$ cat config.mk
export PLATFORM = sky130hd
export DESIGN_NAME = tick_generator_multi
export DESIGN_NICKNAME = d
export VERILOG_FILES = /design/src/rtl/tick_gen_pkg.sv /design/src/rtl/tick_channel.sv /design/src/rtl/tick_generator_multi.sv
export SDC_FILE = /design/constraint.sdc
export NUM_CORES = 1
export LEC_CHECK = 0
export ABC_AREA = 1
export CAP_MARGIN = 20
export CORE_ASPECT_RATIO = 1.75
export CORE_MARGIN = 5
export CORE_UTILIZATION = 40
export CTS_BUF_LIST = sky130_fd_sc_hd__clkbuf_8
export CTS_CLUSTER_SIZE = 12
export DETAILED_ROUTE_END_ITERATION = 12
export SYNTH_ARGS = -nofsm -noshare
export SYNTH_HDL_FRONTEND = slang
export SYNTH_HIERARCHICAL = 1
export SYNTH_SLANG_ARGS = --single-unit
$ cat constraint.sdc
create_clock -name clk_50m -period 1.88 [get_ports clk_50m]
set_input_delay 0.282 -clock clk_50m [delete_from_list [all_inputs] [get_ports clk_50m]]
set_output_delay 0.282 -clock clk_50m [all_outputs]
set_load 0.005 [all_outputs]
$ cat src/rtl/tick_gen_pkg.sv
// Shared constants and helpers for the multi-channel tick generator.
// Latency: n/a (compile-time only).  Backpressure: n/a.
package tick_gen_pkg;

    localparam int CLK_50M_HZ   = 50_000_000;
    localparam int BASE_1MS_CYC = 50_000;

    // Channel-select width; a single channel still needs a 1-bit select port.
    function automatic int ch_w_of(input int num_ch);
        return (num_ch <= 1) ? 1 : $clog2(num_ch);
    endfunction

endpackage

$ cat src/rtl/tick_channel.sv
// One tick channel: counts base ticks up to a programmable period, periodic or one-shot.
// Latency: tick is high the cycle after the completing base tick.  Backpressure: none, pulses are fire-and-forget.
module tick_channel #(
    parameter int PER_W = 16
) (
    input  logic             clk_50m,
    input  logic             reset,
    input  logic             base_tick,
    input  logic             enable,
    input  logic             restart,
    input  logic             cfg_wr,
    input  logic [PER_W-1:0] cfg_period,
    input  logic             cfg_oneshot,
    output logic             tick,
    output logic             active
);

    logic [PER_W-1:0] cnt_q, cnt_d;
    logic [PER_W-1:0] period_q, period_d;
    logic             oneshot_q, oneshot_d;
    logic             active_q, active_d;
    logic             tick_q, tick_d;

    always_comb begin
        cnt_d     = cnt_q;
        period_d  = period_q;
        oneshot_d = oneshot_q;
        active_d  = active_q;
        tick_d    = 1'b0;
        // A write or restart swallows a coincident base tick so counting starts cleanly at 0.
        if (cfg_wr) begin
            period_d  = cfg_period;
            oneshot_d = cfg_oneshot;
            cnt_d     = '0;
            active_d  = 1'b1;
        end else if (restart) begin
            cnt_d    = '0;
            active_d = 1'b1;
        end else if (base_tick && enable && active_q && (period_q != '0)) begin
            if (cnt_q == period_q - PER_W'(1)) begin
                cnt_d  = '0;
                tick_d = 1'b1;
                if (oneshot_q) begin
                    active_d = 1'b0;
                end
            end else begin
                cnt_d = cnt_q + PER_W'(1);
            end
        end
    end

    always_ff @(posedge clk_50m) begin
        if (reset) begin
            cnt_q     <= '0;
            period_q  <= '0;
            oneshot_q <= 1'b0;
            active_q  <= 1'b0;
            tick_q    <= 1'b0;
        end else begin
            cnt_q     <= cnt_d;
            period_q  <= period_d;
            oneshot_q <= oneshot_d;
            active_q  <= active_d;
            tick_q    <= tick_d;
        end
    end

    assign tick   = tick_q;
    assign active = active_q;

endmodule

$ cat src/rtl/tick_generator_multi.sv
// Shared prescaler plus NUM_CH programmable tick channels for LCD, scroll, debounce and timeout consumers.
// Latency: base_tick every BASE_PERIOD_CYC cycles; channel ticks one cycle after the completing base tick.  Backpressure: none.
module tick_generator_multi
    import tick_gen_pkg::*;
#(
    parameter int  BASE_PERIOD_CYC = BASE_1MS_CYC,
    parameter int  NUM_CH          = 4,
    parameter int  PER_W           = 16,
    localparam int CH_W            = ch_w_of(NUM_CH)
) (
    input  logic              clk_50m,
    input  logic              reset,
    input  logic              cfg_we,
    input  logic [CH_W-1:0]   cfg_ch,
    input  logic [PER_W-1:0]  cfg_period,
    input  logic              cfg_oneshot,
    input  logic [NUM_CH-1:0] ch_enable,
    input  logic [NUM_CH-1:0] ch_restart,
    output logic              base_tick,
    output logic [NUM_CH-1:0] tick,
    output logic [NUM_CH-1:0] ch_active
);

    localparam int                   PRESC_W    = $clog2(BASE_PERIOD_CYC);
    localparam logic [PRESC_W-1:0]   PRESC_LAST = PRESC_W'(BASE_PERIOD_CYC - 1);

    logic [PRESC_W-1:0] presc_q, presc_d;
    logic               base_tick_q, base_tick_d;

    always_comb begin
        presc_d     = (presc_q == PRESC_LAST) ? '0 : presc_q + PRESC_W'(1);
        base_tick_d = (presc_q == PRESC_LAST);
    end

    always_ff @(posedge clk_50m) begin
        if (reset) begin
            presc_q     <= '0;
            base_tick_q <= 1'b0;
        end else begin
            presc_q     <= presc_d;
            base_tick_q <= base_tick_d;
        end
    end

    assign base_tick = base_tick_q;

    // Out-of-range selects never match any channel index, so such writes fall away.
    for (genvar i = 0; i < NUM_CH; i++) begin : g_ch
        logic cfg_wr;
        assign cfg_wr = cfg_we && (cfg_ch == CH_W'(i));

        tick_channel #(
            .PER_W (PER_W)
        ) u_ch (
            .clk_50m     (clk_50m),
            .reset       (reset),
            .base_tick   (base_tick_q),
            .enable      (ch_enable[i]),
            .restart     (ch_restart[i]),
            .cfg_wr      (cfg_wr),
            .cfg_period  (cfg_period),
            .cfg_oneshot (cfg_oneshot),
            .tick        (tick[i]),
            .active      (ch_active[i])
        );
    end

endmodule
---- Word level (Yosys, flattened, before mapping) ----
Index checks and enable logic that the tools add are counted.
storage, ports and cells
  register bits ........................... 157
  input port bits ......................... 30
  output and inout port bits .............. 9
cells by class
  add/sub/neg operators ................... 9
  equal/unequal tests ..................... 8
  muxes and demuxes ....................... 28
  bitwise logic cells ..................... 4
  reductions and logical operators ........ 46
operator list
  kind                                                                  number
  16-bit by 1-bit adder with 16-bit output, second input constant       5
  16-bit == test                                                        4
  16-bit 2-to-1 mux                                                     4
  16-bit nonzero test                                                   4
  16-bit by 1-bit subtractor with 16-bit output, second input constant  4
  3-bit nonzero test                                                    12
  1-bit 2-to-1 mux                                                      24
  16-bit == test, second input constant                                 1
  1-bit logical AND                                                     16
  4-bit OR reduction                                                    4
  3-bit AND reduction                                                   4
  3-bit OR reduction                                                    4
  2-bit == test, second input constant                                  2
  1-bit inverter                                                        4
  2-bit by 1-bit == test with 1-bit output, second input constant       1
  2-bit logical NOT                                                     1
  2-bit OR reduction                                                    1

---- Longest topological paths before layout ----
Gate-level depths: netlist of the first run.
  word-level depth ........................ 6
  depth in mapped cells ................... 16
  mapped depth without buffers ............ 15

---- Modules after synthesis ----
Netlist of the first run, hierarchy kept.
by module, submodules not included
  module                times used  cells an instance  area an instance (sq um)
  tick_channel          4           363                2309.7
  tick_generator_multi  1           132                929.6

---- Worst setup path after synthesis of the first run ----
No wires, ideal clock.
  path kind ............................... register to register
  start point ............................. register g_ch[0].u_ch.period_q[1]
  end point ............................... register g_ch[0].u_ch.cnt_q[13]
  arrival time ............................ 1.730 ns
  required time ........................... 1.765 ns
  setup slack ............................. 0.036 ns
  stages on the path, launching flop included .. 15
  buffers on the path ..................... 1
  cell sequence ........................... dfxtp_1 inv_1 ha_1 nand2_1 nor2_2 nand2_1 nand2_1 nand2_1 nand2_1 nand3_1 nor2_1 nand4_4 nand2_4 buf_12 nor2_2
on the way
  word-level cells in the longest chain between the ends .. 3
RTL lines
  what                                           RTL line            text
  from (decl)                                    tick_channel.sv:19  logic [PER_W-1:0] period_q, period_d;
  from (signal assigned)                         tick_channel.sv:61  period_q <= period_d;
  16-bit by 1-bit subtractor with 16-bit output  tick_channel.sv:40  if (cnt_q == period_q - PER_W'(1)) begin
  16-bit == test                                 tick_channel.sv:40
  16-bit 2-to-1 mux                              tick_channel.sv:40
  to (signal assigned)                           tick_channel.sv:60  cnt_q <= cnt_d;
  to (decl)                                      tick_channel.sv:18  logic [PER_W-1:0] cnt_q, cnt_d;
Several ways; a longest one is shown, not always the timed one.
A chain may end at the register's enable or synchronous reset.

---- Final worst setup path of the first run ----
  start point ............................. register g_ch[2].u_ch.period_q[0]
  end point ............................... register g_ch[2].u_ch.cnt_q[4]
on the way
  word-level cells in the longest chain between the ends .. 3
RTL lines
  what                                           RTL line
  from (decl)                                    tick_channel.sv:19
  from (signal assigned)                         tick_channel.sv:61
  16-bit by 1-bit subtractor with 16-bit output  tick_channel.sv:40
  16-bit == test                                 tick_channel.sv:40
  16-bit 2-to-1 mux                              tick_channel.sv:40
  to (signal assigned)                           tick_channel.sv:60
  to (decl)                                      tick_channel.sv:18
Several ways; a longest one is shown, not always the timed one.

==> results of run 1 <==
-- routing by layer --
metal | share of wire [%] | vias up
li1 | - | 5334
met4 | 5.1 | 2
met2 | 54 | 159
met5 | 0.059 | -
met1 | 38 | 4727
met3 | 2.8 | 72
-- metrics by stage --
stage	worst slack, ns	instance area, µm²	cells
2_1_floorplan	0.0357	10200	1584
3_3_place_gp	-0.180	11900	2046
3_5_place_dp	-0.198	11900	2046
4_1_cts	-0.0663	12700	2085
5_1_grt	-0.239	13000	2088
6_report	-0.118	13000	2088
-- placed cells by master (no fill, tap or decap), types with 34 or more instances in the layout --
cell             instances
xor2_1                  59
nor2_4                  40
clkdlybuf4s50_1         37
nor2_1                 170
nor2_2                  82
nand2_1                477
dfxtp_1                141
inv_1                  182
a211oi_1                48
buf_4                  128
a21oi_1                 34
nand3_1                 67
-- power by group through the flow --
stage	combinational [mW]	sequential (mW)	clock, mW
5_1_grt	2.40	3.51	3.22
3_5_place_dp	1.94	3.56	0
4_1_cts	2.05	3.49	3.09
2_1_floorplan	1.23	3.55	0
6_report	2.16	3.49	3.02
3_3_place_gp	1.93	3.56	0
-- registers in the layout, summed over array words and instances, names as in the netlist --
name,cells
g_ch.u_ch/oneshot_q,4
g_ch.u_ch/active,4
presc_q,16
g_ch.u_ch/tick,4
base_tick,1
g_ch.u_ch/cnt_q,64
g_ch.u_ch/period_q,64
-- worst paths after layout --
path / startpoint / end / slack [ns] / cells past startpoint
setup / recovery: g_ch[2].u_ch/period_q[0]$_SDFFE_PP0P_ / g_ch[2].u_ch/cnt_q[4]$_SDFFE_PP0P_ / -0.12 / 13
hold / removal: reset / base_tick$_SDFF_PP0_ / 0.22 / 2
setup reg to reg: g_ch[2].u_ch/period_q[0]$_SDFFE_PP0P_ / g_ch[2].u_ch/cnt_q[4]$_SDFFE_PP0P_ / -0.12 / 13
hold reg to reg: presc_q[0]$_SDFF_PP0_ / presc_q[0]$_SDFF_PP0_ / 0.48 / 1
-- area by class of cell --
class	count	area share, %
well taps	316	3.03
clock buffers	18	1.90
flip-flops and latches	157	24.3
inverters	211	6.09
repair buffers	177	11.7
clock inverters	14	1.66
multi-input cells	1195	51.4
-- logic make-up (layout without fill, tap and decap cells) --
group                      count (synthesis)  count (layout)
buffers and inverters                    236             420
adders and majority gates                  9               9
xor gates and xnor gates                  72              72
DFF                                      157             157
and+or+nand+nor                          970             974
AOI/OAI and AO/OA                        140             140
-- worst reg2reg max path: stages, from the launching register on --
cell	delay [ns]
dfxtp_2	0.33
inv_2	0.07
buf_4	0.13
nand3_4	0.10
nor2_4	0.18
nand2_1	0.10
nand2_1	0.07
nand2_1	0.09
nor2_1	0.14
nand2_1	0.08
nor2_2	0.12
nand4_4	0.22
nand2_4	0.21
nor2_2	0.04
-- timing repair --
action	in CTS	in global routing
endpoints found under the setup margin	67	72
gates resized for setup	81	91
cloned	4	0
pin swaps	37	25
buffers inserted	3	3
==> impl_results.md, run 1 <==
* Worst skew pair latency at 0.50 ns
* I/O pin total at 39
* Crit Path Class: reg2reg
* Die Wd at 131 µm
* Share of layout cells above drive strength 1 at 25.1%
* Ys async rst share at 0%
* I/O Buffers at 38
* Worst path slowest cell: dfxtp_2
* Critical Path Source Type: flip-flop
* Cell Rows at 77
* RD Place Congestion at 0.904
* DR pass1 iterations at 4
* Compound-Gate Fraction of Synth Area at 8.51%
* CTS tree: yes
* Max clock buf depth at 2
* Max-Cap Viols at 0
* Area Growth Syn to Fin at 28.3%
* Synth Area in Simple Gates at 43.8%
* Die Span Y at 221 µm
* Filler cells at 2,494
* Grt ovf at 0
* Power Dens Cells at 665 mW/mm²
* Clock power frac at 34.8%
* Gate Count Post-Synth at 1,584
* Clock skew at 0.0136 ns
* Final hold viol count at 0
* Seq/Total Area, Yosys at 30.9%
* Cell-internal power at 5.91 mW
* Distinct cells, synth at 34
* Required time of the critical path at 2.27 ns
* Placeable Area at 0.0251 mm²
* Number of slew-limit violations in the final report at 0
* Setup slack after layout at -0.118 ns
* Initial drt markers at 507
* Final core occ at 51.9%
* Diode count at 0
* Adder-Cell Fraction of Synth Area at 1.11%
* DRC viols at 0
* Syn. warnings at 6
* Critical Path Fanout Max at 6
* Number of global-route vias before repair at 10,100
* CP cell instances: inv_2 > buf_4 > nand3_4 > nor2_4 > nand2_1 > nand2_1 > nand2_1 > nor2_1 > nand2_1 > nor2_2 > nand4_4 > nand2_4 > nor2_2
* Achievable Freq at 501 MHz
* CTS hold repair buffers at 0
* Largest net degree at the start of global routing at 39
* Most Frequent Cell on Critical Path: nand2_1
* Post-synth EDFFs at 0
* Grt peak-use layer: met2
* Initial Utilization at 40.4%
* Root buf cell: clkbuf_8
* Most frequent cell after synthesis: nand2_1
* Sequential fraction of design power at 40.3%
* Num CTS Buffers at 17
* Final min period at 2.00 ns
* Worst Max-Slew Pin Slew at 0.519 ns
* Antenna Nets Post-Route at 0
* CTS sink cnt at 157
* Status: finished with violations
* Leading area contributor after synthesis: dfxtp_1
* Vias per cell at 4.93
* Wire per inst at 14.6 µm
* Crit end category: flip-flop
* Synthesized Nets at 1,623
* DIE AREA at 0.0288 mm²
* DRT Wirelength at 30.5 mm
* Multi-input gate area at 0.00670 mm²
* TNS Setup at -4.08 ns
* Most used DFF post-synth: dfxtp_1
* Largest stage delay on the critical path at 0.33 ns
* Mean Syn Cell Area at 6.42 µm²
* Post-synthesis mux area share at 0%
* Total net switching power at 2.77 mW
* Commonest cells post-synth: nand2_1 (496), inv_1 (194), nor2_1 (194)
* Comb pwr share at 24.9%
* Switching part of the total at 31.9%
* Final cycle utilization of the critical path at 106%
* Layout Nets at 1,798
* GR Util met3 at 3.33%
* Crit path arrival time at 2.39 ns
* DP HPWL at 23.7 mm
* Clock-pin slew on the worst setup and hold paths at 0.09 ns
* Crit path max-delay family: simple AND/OR/NAND/NOR gates
* Xor-xnor portion of the synthesized cell area at 6.20%
* Buf/Inv on CP at 2
* Hold WS at 0.216 ns
* Share of the synthesized area in the top cell type at 30.9%
* Vias at 10,300
* Post-synthesis cell area at 0.0102 mm²
* Met2 Use GR at 39.5%
* Flops & latches, synth at 157
* HP Class: in2reg
* RSZ-0062 raised after global routing: true
* Global-route wire length before repair at 48.9 mm
* Worst slew margin at 65.3%
* H-Tree Depth at 4
* Met1 Use GR at 22.4%
* Final setup viols at 60
* P_leak at 5.90 nW
* Total Power at 8.68 mW
* Violated checks: setup timing
* Initial antenna violation count at 1
* Total GRT Usage at 21.4%
* VDD IR-drop max at 0.422 mV
* Largest family of logic cells by synthesized area: simple AND/OR/NAND/NOR gates
* Top area cells in the synthesized netlist: dfxtp_1 (31%), nand2_1 (18%), inv_1 (7.2%), nor2_1 (7.2%), nor2_2 (5.7%)
* Register area at 0.00316 mm²
Note: power is estimated with default switching activity, not from simulation.
==> inputs of run 2 (changes only) <==
--- a/config.mk
+++ b/config.mk
@@ -6,11 +6,11 @@
 export NUM_CORES = 1
 export LEC_CHECK = 0
 export ABC_AREA = 1
-export CAP_MARGIN = 20
 export CORE_ASPECT_RATIO = 1.75
 export CORE_MARGIN = 5
 export CORE_UTILIZATION = 40
 export CTS_BUF_LIST = sky130_fd_sc_hd__clkbuf_8
+export CTS_CLUSTER_DIAMETER = 150
 export CTS_CLUSTER_SIZE = 12
 export DETAILED_ROUTE_END_ITERATION = 12
 export SYNTH_ARGS = -nofsm -noshare
==> results of run 2 <==
The final DEF is identical to that of run 1; final timing and power are the same.
==> inputs of run 3 (changes only) <==
--- a/config.mk
+++ b/config.mk
@@ -10,9 +10,9 @@
 export CORE_MARGIN = 5
 export CORE_UTILIZATION = 40
 export CTS_BUF_LIST = sky130_fd_sc_hd__clkbuf_8
-export CTS_CLUSTER_DIAMETER = 150
 export CTS_CLUSTER_SIZE = 12
 export DETAILED_ROUTE_END_ITERATION = 12
+export GPL_ROUTABILITY_DRIVEN = 0
 export SYNTH_ARGS = -nofsm -noshare
 export SYNTH_HDL_FRONTEND = slang
 export SYNTH_HIERARCHICAL = 1
==> run 3 against run 2 <==
The run still ends with setup timing left. Combinational power about the same. Sequential share of layout area increased by 0.092 points. Die area unchanged. Via count increased by 0.16%. Routed wire length increased by 0.49%. Critical path depth increased by 2. Clock power decreased by 12%. Worst setup slack improved by 0.035 ns. Cell area decreased by 0.61%. Global-route usage decreased by 0.11 points. Fmax increased by 1.8%. Sequential power about the same. Critical path type unchanged. Largest power group unchanged.
==> impl_results.md, run 3 (synthesized netlist as in run 1, its figures left out) <==
* Wire per inst at 14.7 µm
* Worst Max-Slew Pin Slew at 0.517 ns
* R2R setup slack at -0.08 ns
* DR pass1 iterations at 5
* Most Frequent Cell on Critical Path: nand2_1
* Comb pwr share at 26.1%
* HP Class: in2reg
* Placeable Area at 0.0251 mm²
* Largest stage delay on the critical path at 0.34 ns
* Final cycle utilization of the critical path at 104%
* Most frequent cells in the layout: nand2_1 (476), inv_1 (185), nor2_1 (163)
* Global-route wire length before repair at 48.9 mm
* CTS sink cnt at 157
* Power Dens Cells at 642 mW/mm²
* DIE AREA at 0.0288 mm²
* Setup slack after layout at -0.0828 ns
* Cell Rows at 77
* Hold depth at 2
* Number of global-route vias before repair at 10,100
* Violated checks: setup timing
* Crit path arrival time at 2.35 ns
* Hold WS at 0.220 ns
* Area Growth Syn to Fin at 27.5%
* Worst slew margin at 65.5%
* CTS hold repair buffers at 0
* Final hold viol count at 0
* Total Power at 8.33 mW
* I/O pin total at 39
* R2r endpoint: g_ch[0].u_ch/cnt_q[7]$_SDFFE_PP0P_
* Diode count at 0
* Vias at 10,300
* I/O Buffers at 38
* Die Wd at 131 µm
* Most common cell after layout, fill and taps aside: nand2_1
* Initial drt markers at 449
* Clock skew at 0.0104 ns
* Top Registers: g_ch.u_ch/cnt_q: 64 flops, g_ch.u_ch/period_q: 64 flops, presc_q: 16 flops
* TNS Setup at -3.04 ns
* Switching part of the total at 32.5%
* Share of layout cells above drive strength 1 at 25.2%
* Max-Cap Viols at 0
* H-Tree Depth at 4
* Origin of the critical flop-to-flop path: g_ch[0].u_ch/period_q[0]$_SDFFE_PP0P_
* Initial Utilization at 40.4%
* Total GRT Usage at 21.3%
* Vias per cell at 4.94
* Hold Path Origin: reset
* DP HPWL at 23.6 mm
* Clock power frac at 31.9%
* Grt ovf at 0
* Status: finished with violations
* Die Span Y at 221 µm
* Achievable Freq at 509 MHz
* CTS tree: yes
* DRC viols at 0
* Max clock buf depth at 2
* Clock-pin slew on the worst setup and hold paths at 0.08 ns
* Root buf cell: clkbuf_8
* Total net switching power at 2.71 mW
* Worst skew pair latency at 0.49 ns
* Crit end category: flip-flop
* RSZ-0062 raised after global routing: true
* Critical Path Fanout Max at 6
* Critical Path Source Type: flip-flop
* Largest net degree at the start of global routing at 37
* Final min period at 1.96 ns
* Required time of the critical path at 2.27 ns
* Initial antenna violation count at 1
* Hold path endpoint: base_tick$_SDFF_PP0_
* FF-to-FF path depth at 15
* Number of slew-limit violations in the final report at 0
* CP cell instances: inv_2 > ha_4 > inv_2 > nand2_2 > nand2_1 > nor2_1 > nand2_1 > nor2_1 > nand2_1 > inv_1 > nand2_1 > nor2_2 > nand4_4 > nand2_4 > nor2_2
* Filler cells at 2,487
* Crit Path Class: reg2reg
* Final setup viols at 52
* Sequential fraction of design power at 42.0%
* Worst path slowest cell: dfxtp_2
* VDD IR-drop max at 0.452 mV
* P_leak at 5.86 nW
* Antenna Nets Post-Route at 0
* Num CTS Buffers at 17
* Cell-internal power at 5.62 mW
* DRT Wirelength at 30.6 mm
* Layout Nets at 1,800
[run 3: cell count changes in the layout (fill, tap and decap cells not counted), moves of 3 or more]
| cell | change |
|---|---|
| nor2_2 | +11 |
| nor2_4 | -4 |
| nor2_1 | -7 |
| inv_1 | +3 |
| buf_6 | +3 |
| dfxtp_2 | -6 |
| dfxtp_1 | +6 |
| inv_2 | -3 |
[run 3: critical path: cells and delay by family, from the launching register on]
| kind | cells | cell delay [ns] |
|---|---|---|
| adders and majority gates | 1 | 0.27 |
| buffers and inverters | 3 | 0.15 |
| DFF | 1 | 0.34 |
| and+or+nand+nor | 11 | 1.09 |
[run 3: worst max path at each step]
stage | from | end | slack [ns] | cells past startpoint
3_3_place_gp | cfg_ch[0] | g_ch[1].u_ch/cnt_q[1]$_SDFFE_PP0P_ | -0.20 | 9
3_5_place_dp | cfg_ch[0] | g_ch[1].u_ch/cnt_q[1]$_SDFFE_PP0P_ | -0.32 | 9
6_report | g_ch[0].u_ch/period_q[0]$_SDFFE_PP0P_ | g_ch[0].u_ch/cnt_q[7]$_SDFFE_PP0P_ | -0.08 | 15
5_1_grt | g_ch[1].u_ch/period_q[1]$_SDFFE_PP0P_ | g_ch[1].u_ch/cnt_q[6]$_SDFFE_PP0P_ | -0.25 | 15
4_1_cts | g_ch[2].u_ch/period_q[0]$_SDFFE_PP0P_ | g_ch[2].u_ch/cnt_q[11]$_SDFFE_PP0P_ | -0.09 | 15
2_1_floorplan | g_ch[0].u_ch/period_q[1]$_SDFFE_PP0P_ | g_ch[0].u_ch/cnt_q[13]$_SDFFE_PP0P_ | 0.04 | 14
[run 3: layout make-up]
cell class	count	area (µm²)	share of cell area, %
clock inverter	13	151	1.17
inverter	211	797	6.15
clock buffer	18	248	1.91
multi-input combinational	1195	6690	51.6
timing repair buffer	179	1520	11.7
tap	316	395	3.05
sequential	157	3160	24.3
[run 3: per-layer routing]
metal / vias to the layer above / global-route usage [%] / part of all wire, %
met2: 186 / 38.3 / 53
li1: 5338 / - / -
met1: 4690 / 22.3 / 38
met5: - / 0 / 0.062
met4: 2 / 12.6 / 5.8
met3: 94 / 4.01 / 3.0
[run 3: power by group through the flow]
stage | sequential, mW | clock [mW] | combinational (mW)
after floorplan | 3.55 | 0 | 1.23
after global placement | 3.56 | 0 | 1.91
after detailed placement | 3.56 | 0 | 1.93
after CTS | 3.49 | 2.74 | 2.04
after global routing | 3.51 | 2.88 | 2.42
final | 3.49 | 2.66 | 2.17
[run 3: metrics by stage]
stage,setup slack [ns],util (%),cell area (µm²),cells
global placement,-0.200,47.0,11800,2045
detailed placement,-0.318,47.0,11800,2045
CTS,-0.0889,50.0,12600,2082
finish,-0.0828,51.5,13000,2089
global route,-0.248,51.5,13000,2089
floorplan,0.0357,-,10200,1584
[run 3: timing repair]
| item | CTS | global route |
|---|---|---|
| pin swaps | 43 | 60 |
| gates cloned | 4 | 0 |
| resized for setup | 77 | 94 |
| setup endpoints to repair | 66 | 72 |
| setup buffers | 2 | 7 |
==> variant 1 (config.mk and constraints of run 1) <==
Change the package constant `BASE_1MS_CYC` from 50_000 to 25_000.
--- a/src/rtl/tick_gen_pkg.sv
+++ b/src/rtl/tick_gen_pkg.sv
@@ -3,7 +3,7 @@
 package tick_gen_pkg;
 
     localparam int CLK_50M_HZ   = 50_000_000;
-    localparam int BASE_1MS_CYC = 50_000;
+    localparam int BASE_1MS_CYC = 25_000;
 
     // Channel-select width; a single channel still needs a 1-bit select port.
     function automatic int ch_w_of(input int num_ch);
Behaviour: no difference found for any inputs over 10 cycles, from zero or initial values and one cycle with reset high; that may be too few to reach the edited logic, so the function may still have changed.
==> variant 1 against run 1 <==
  * The run still ends with setup timing left
  * Worst hold slack gained 0.017 ns
  * Largest power group unchanged
  * Clock skew fell by 0.0016 ns
  * Synthesized area is 0.75% lower
  * Total power fell by 1.2%
  * Critical path type unchanged
  * Final area down 0.53%
  * Synthesized cell count decreased by 0.25%
  * Worst setup slack better by 0.054 ns
  * Routed wire length fell by 1.5%
  * Critical path depth down 2
  * Sequential cell count shrank 1
==> variant 1: results (changes against run 1) <==
| Metric | Value |
|---|---|
| Global-route wire length before repair | `47.2 mm (-3.5%)` |
| Status | `finished, violations left` |
| Vias per cell | `4.91 (-0.31%)` |
| Routing usage on met2 | `40.3% (+0.77 points)` |
| Total routed wirelength | `30.0 mm (-1.5%)` |
| Fillers | `2554 (+2.4%)` |
| Reg2Reg Capture Point | `g_ch[1].u_ch/cnt_q[4]` |
| Placed cell count | `2051 (+0.24%)` |
| Seq/Total Area, Yosys | `30.9% (+0.035 points)` |
| Final WS setup | `-0.0643 ns (+0.0536 ns)` |
| Synthesized Nets | `1619 (-0.25%)` |
| Comb_multi_in | `1191 (-0.33%)` |
| Hpwl dp | `23.3 mm (-1.7%)` |
| Number of endpoints failing setup at the final stage | `49 (-18%)` |
| Maximum vdd drop | `431 uV (+2.2%)` |
| Final nets | `1803 (+0.28%)` |
| Relative slew slack | `44.1% (-21 points)` |
| Synth top cells by count | `nand2_1 (498), nor2_1 (198), inv_1 (195), dfxtp_1 (156), nor2_2 (91)` |
| Largest net degree at the start of global routing | `30 (-23%)` |
| Final clock-cell share | `3.49% (-0.068 points)` |
| Fraction of layout cells with a size suffix above 1 | `25.2% (+0.098 points)` |
| Leak Pwr | `0.00591 uW (+0.25%)` |
| Register-to-Register Path Depth | `11 (-2)` |
| Violated checks | `setup timing` |
| GRT met1 Usage | `21.5% (-0.88 points)` |
| Multi-input logic area | `6650 sq um (-0.82%)` |
variant 1: cell count changes after synthesis, sizes merged:
cell and delta:
dfxtp -1, o21bai +2, a21oi -4, nand3 +3, or2 -2, nor2 +1
o21ai -3
variant 1: power groups by stage:
stage               registers (uW)  logic (uW)  clock network, uW
floorplan                     3530        1220                  0
global placement              3540        1940                  0
detailed placement            3540        1950                  0
CTS                           3470        2060               3010
global route                  3490        2410               3130
finish                        3480        2180               2910
variant 1: repair_timing:
item	CTS	global route
cloned	2	1
hold endpoints to repair	0	0
endpoints found under the setup margin	68	72
resized for setup	71	105
buffers inserted	2	5
hold buffers	0	0
pin swaps	31	52
variant 1: cell families after synthesis:
logic type | count (synthesis) | synth area share (%)
compound gates | 135 | 8.27
fa+ha+maj | 9 | 1.12
buf+inv | 236 | 9.50
flops | 156 | 30.9
simple gates | 972 | 43.9
xor+xnor | 72 | 6.25
==> variant 2 (settings of run 1) <==
Made on the original files. Put a register stage on the output `tick`, cleared by the reset. The value now appears one clock later. The other outputs are not delayed to match. Comments in the files are not updated.
--- a/src/rtl/tick_generator_multi.sv
+++ b/src/rtl/tick_generator_multi.sv
@@ -23,6 +23,8 @@
 
     localparam int                   PRESC_W    = $clog2(BASE_PERIOD_CYC);
     localparam logic [PRESC_W-1:0]   PRESC_LAST = PRESC_W'(BASE_PERIOD_CYC - 1);
+
+    logic [NUM_CH-1:0] tick_c;
 
     logic [PRESC_W-1:0] presc_q, presc_d;
     logic               base_tick_q, base_tick_d;
@@ -60,9 +62,17 @@
             .cfg_wr      (cfg_wr),
             .cfg_period  (cfg_period),
             .cfg_oneshot (cfg_oneshot),
-            .tick        (tick[i]),
+            .tick        (tick_c[i]),
             .active      (ch_active[i])
         );
     end
 
+    always_ff @(posedge clk_50m) begin
+        if (reset) begin
+            tick <= '0;
+        end else begin
+            tick <= tick_c;
+        end
+    end
+
 endmodule
Behaviour: same outputs for any inputs over 10 cycles, from zero or initial values and one cycle with reset high; that may be too few to reach the edited logic, so the function may still have changed.
==> variant 2 against run 1 <==
  * The run still ends with setup timing left
  * Routed wire length rose by 1.7%
  * Sequential cell count grew 4
  * Count of clock-buffer cells in the layout increased by 3
  * Total power decreased by 2.3%
  * Non-clock buffer count is 1 higher
  * Synthesized area rose by 0.95%
  * Cell count is 0.96% higher
  * Worst setup slack improved by 0.0055 ns
  * Die area increased by 0.89%
  * Final area up 0.69%
  * Largest cell class unchanged
  * Highest routed layer is now met4
==> variant 2: results (changes against run 1) <==
| Metric | Value |
|---|---|
| Final nets | `1818 (+1.1%)` |
| H-tree depth | `4 (unchanged)` |
| Clock Buffer Count | `21 (+3)` |
| Seq Cell Count | `161 (+2.5%)` |
| Crit. Startpoint | `g_ch[3].u_ch/period_q[0]` |
| Number of endpoints failing setup at the final stage | `56 (-6.7%)` |
| Hold EP | `base_tick` |
| Final clock-cell share | `3.18% (-0.38 points)` |
| Synth top cells by count | `nand2_1 (499), nor2_1 (206), inv_1 (199), dfxtp_1 (161), nor2_2 (87)` |
| DR iter-0 viols | `506 (-0.20%)` |
| Relative slew slack | `67.9% (+2.6 points)` |
| Slowest-stage cell, CP | `dfxtp_2` |
| Comb_multi_in | `1204 (+0.75%)` |
| Register-to-Register Path Depth | `11 (-2)` |
| Asr flop ratio synth | `0% (unchanged)` |
| Non-Filler Instances | `2108 (+0.96%)` |
| Fillers | `2540 (+1.8%)` |
| Seq/Total Area, Yosys | `31.4% (+0.49 points)` |
| Drt pass-1 iters | `5 (+1)` |
| Non-clk bufs | `178 (+0.56%)` |
| Dominant cells by area after synthesis | `dfxtp_1 (31%), nand2_1 (18%), nor2_1 (7.5%)` |
| Pre-CTS WS | `-0.202 ns (-0.00440 ns)` |
| Global-route wire length before repair | `50.2 mm (+2.6%)` |
| Number of distinct library cells after synthesis | `34 (unchanged)` |
| Vias in the first global route | `10400 (+2.6%)` |
| Initial antenna violation count | `0 (-1)` |
| Hpwl dp | `24.0 mm (+1.2%)` |
| Signal buffers share of area | `11.2% (-0.42 points)` |
| Sequential cell area share | `24.7% (+0.42 points)` |
| Setup TNS Final | `-3.27 ns (+0.811 ns)` |
| Total track usage | `21.8% (+0.41 points)` |
| Fraction of layout cells with a size suffix above 1 | `25.7% (+0.61 points)` |
| Via Count | `10500 (+1.5%)` |
| Post-CTS Setup Repair Bufs | `5 (+2)` |
| Crit. End Element | `flip-flop` |
| Skew final | `0.0139 ns (+0.000314 ns)` |
| Multi-input logic area | `6780 sq um (+1.2%)` |
| Total routed wirelength | `31.0 mm (+1.7%)` |
| CTS resizes | `72 (-11%)` |
| WP data arrival | `2.37 ns (-0.02 ns)` |
| Largest net degree at the start of global routing | `34 (-13%)` |
| Maximum vdd drop | `474 uV (+12%)` |
| Reg2Reg Capture Point | `g_ch[3].u_ch/cnt_q[6]` |
| Inverter count | `217 (+2.8%)` |
| Violated checks | `setup timing` |
| Final GP Congestion | `0.941 (+4.1%)` |
| Status | `finished, violations left` |
| Leak Pwr | `0.00593 uW (+0.51%)` |
| Cells after synthesis | `1603 (+1.2%)` |
| Final WS setup | `-0.112 ns (+0.00553 ns)` |
-- variant 2: cell families (layout without fill, tap and decap cells) --
kind of cell    after synthesis  count (layout)  share of synthesized area (%)
compound gates              139             139                           8.24
xor+xnor                     72              72                           6.14
fa+ha+maj                     9               9                           1.10
buf+inv                     242             427                           9.56
flops                       161             161                           31.4
simple gates                980             984                           43.6
-- variant 2: stage by stage --
stage               hold WS [ns]  cell area, sq um
finish                     0.241             13100
global route               0.219             13100
CTS                        0.196             12600
detailed placement         0.401             11900
global placement           0.409             11900
floorplan                  0.353             10300
-- variant 2: per-layer routing --
metal  vias to the layer above  share of wire [%]  global-route usage [%]
li1                       5381                  -                       -
met1                      4790                 38                    22.8
met2                       185                 54                    40.5
met3                        94                2.9                    3.35
met4                         0                5.3                    11.5
met5                         -                  0                       0
-- variant 2: report_power, final --
part           leakage [uW]  internal, uW  switching, uW
logic               0.00441           896           1280
clock network      0.000208          1330           1390
registers           0.00131          3490           94.1
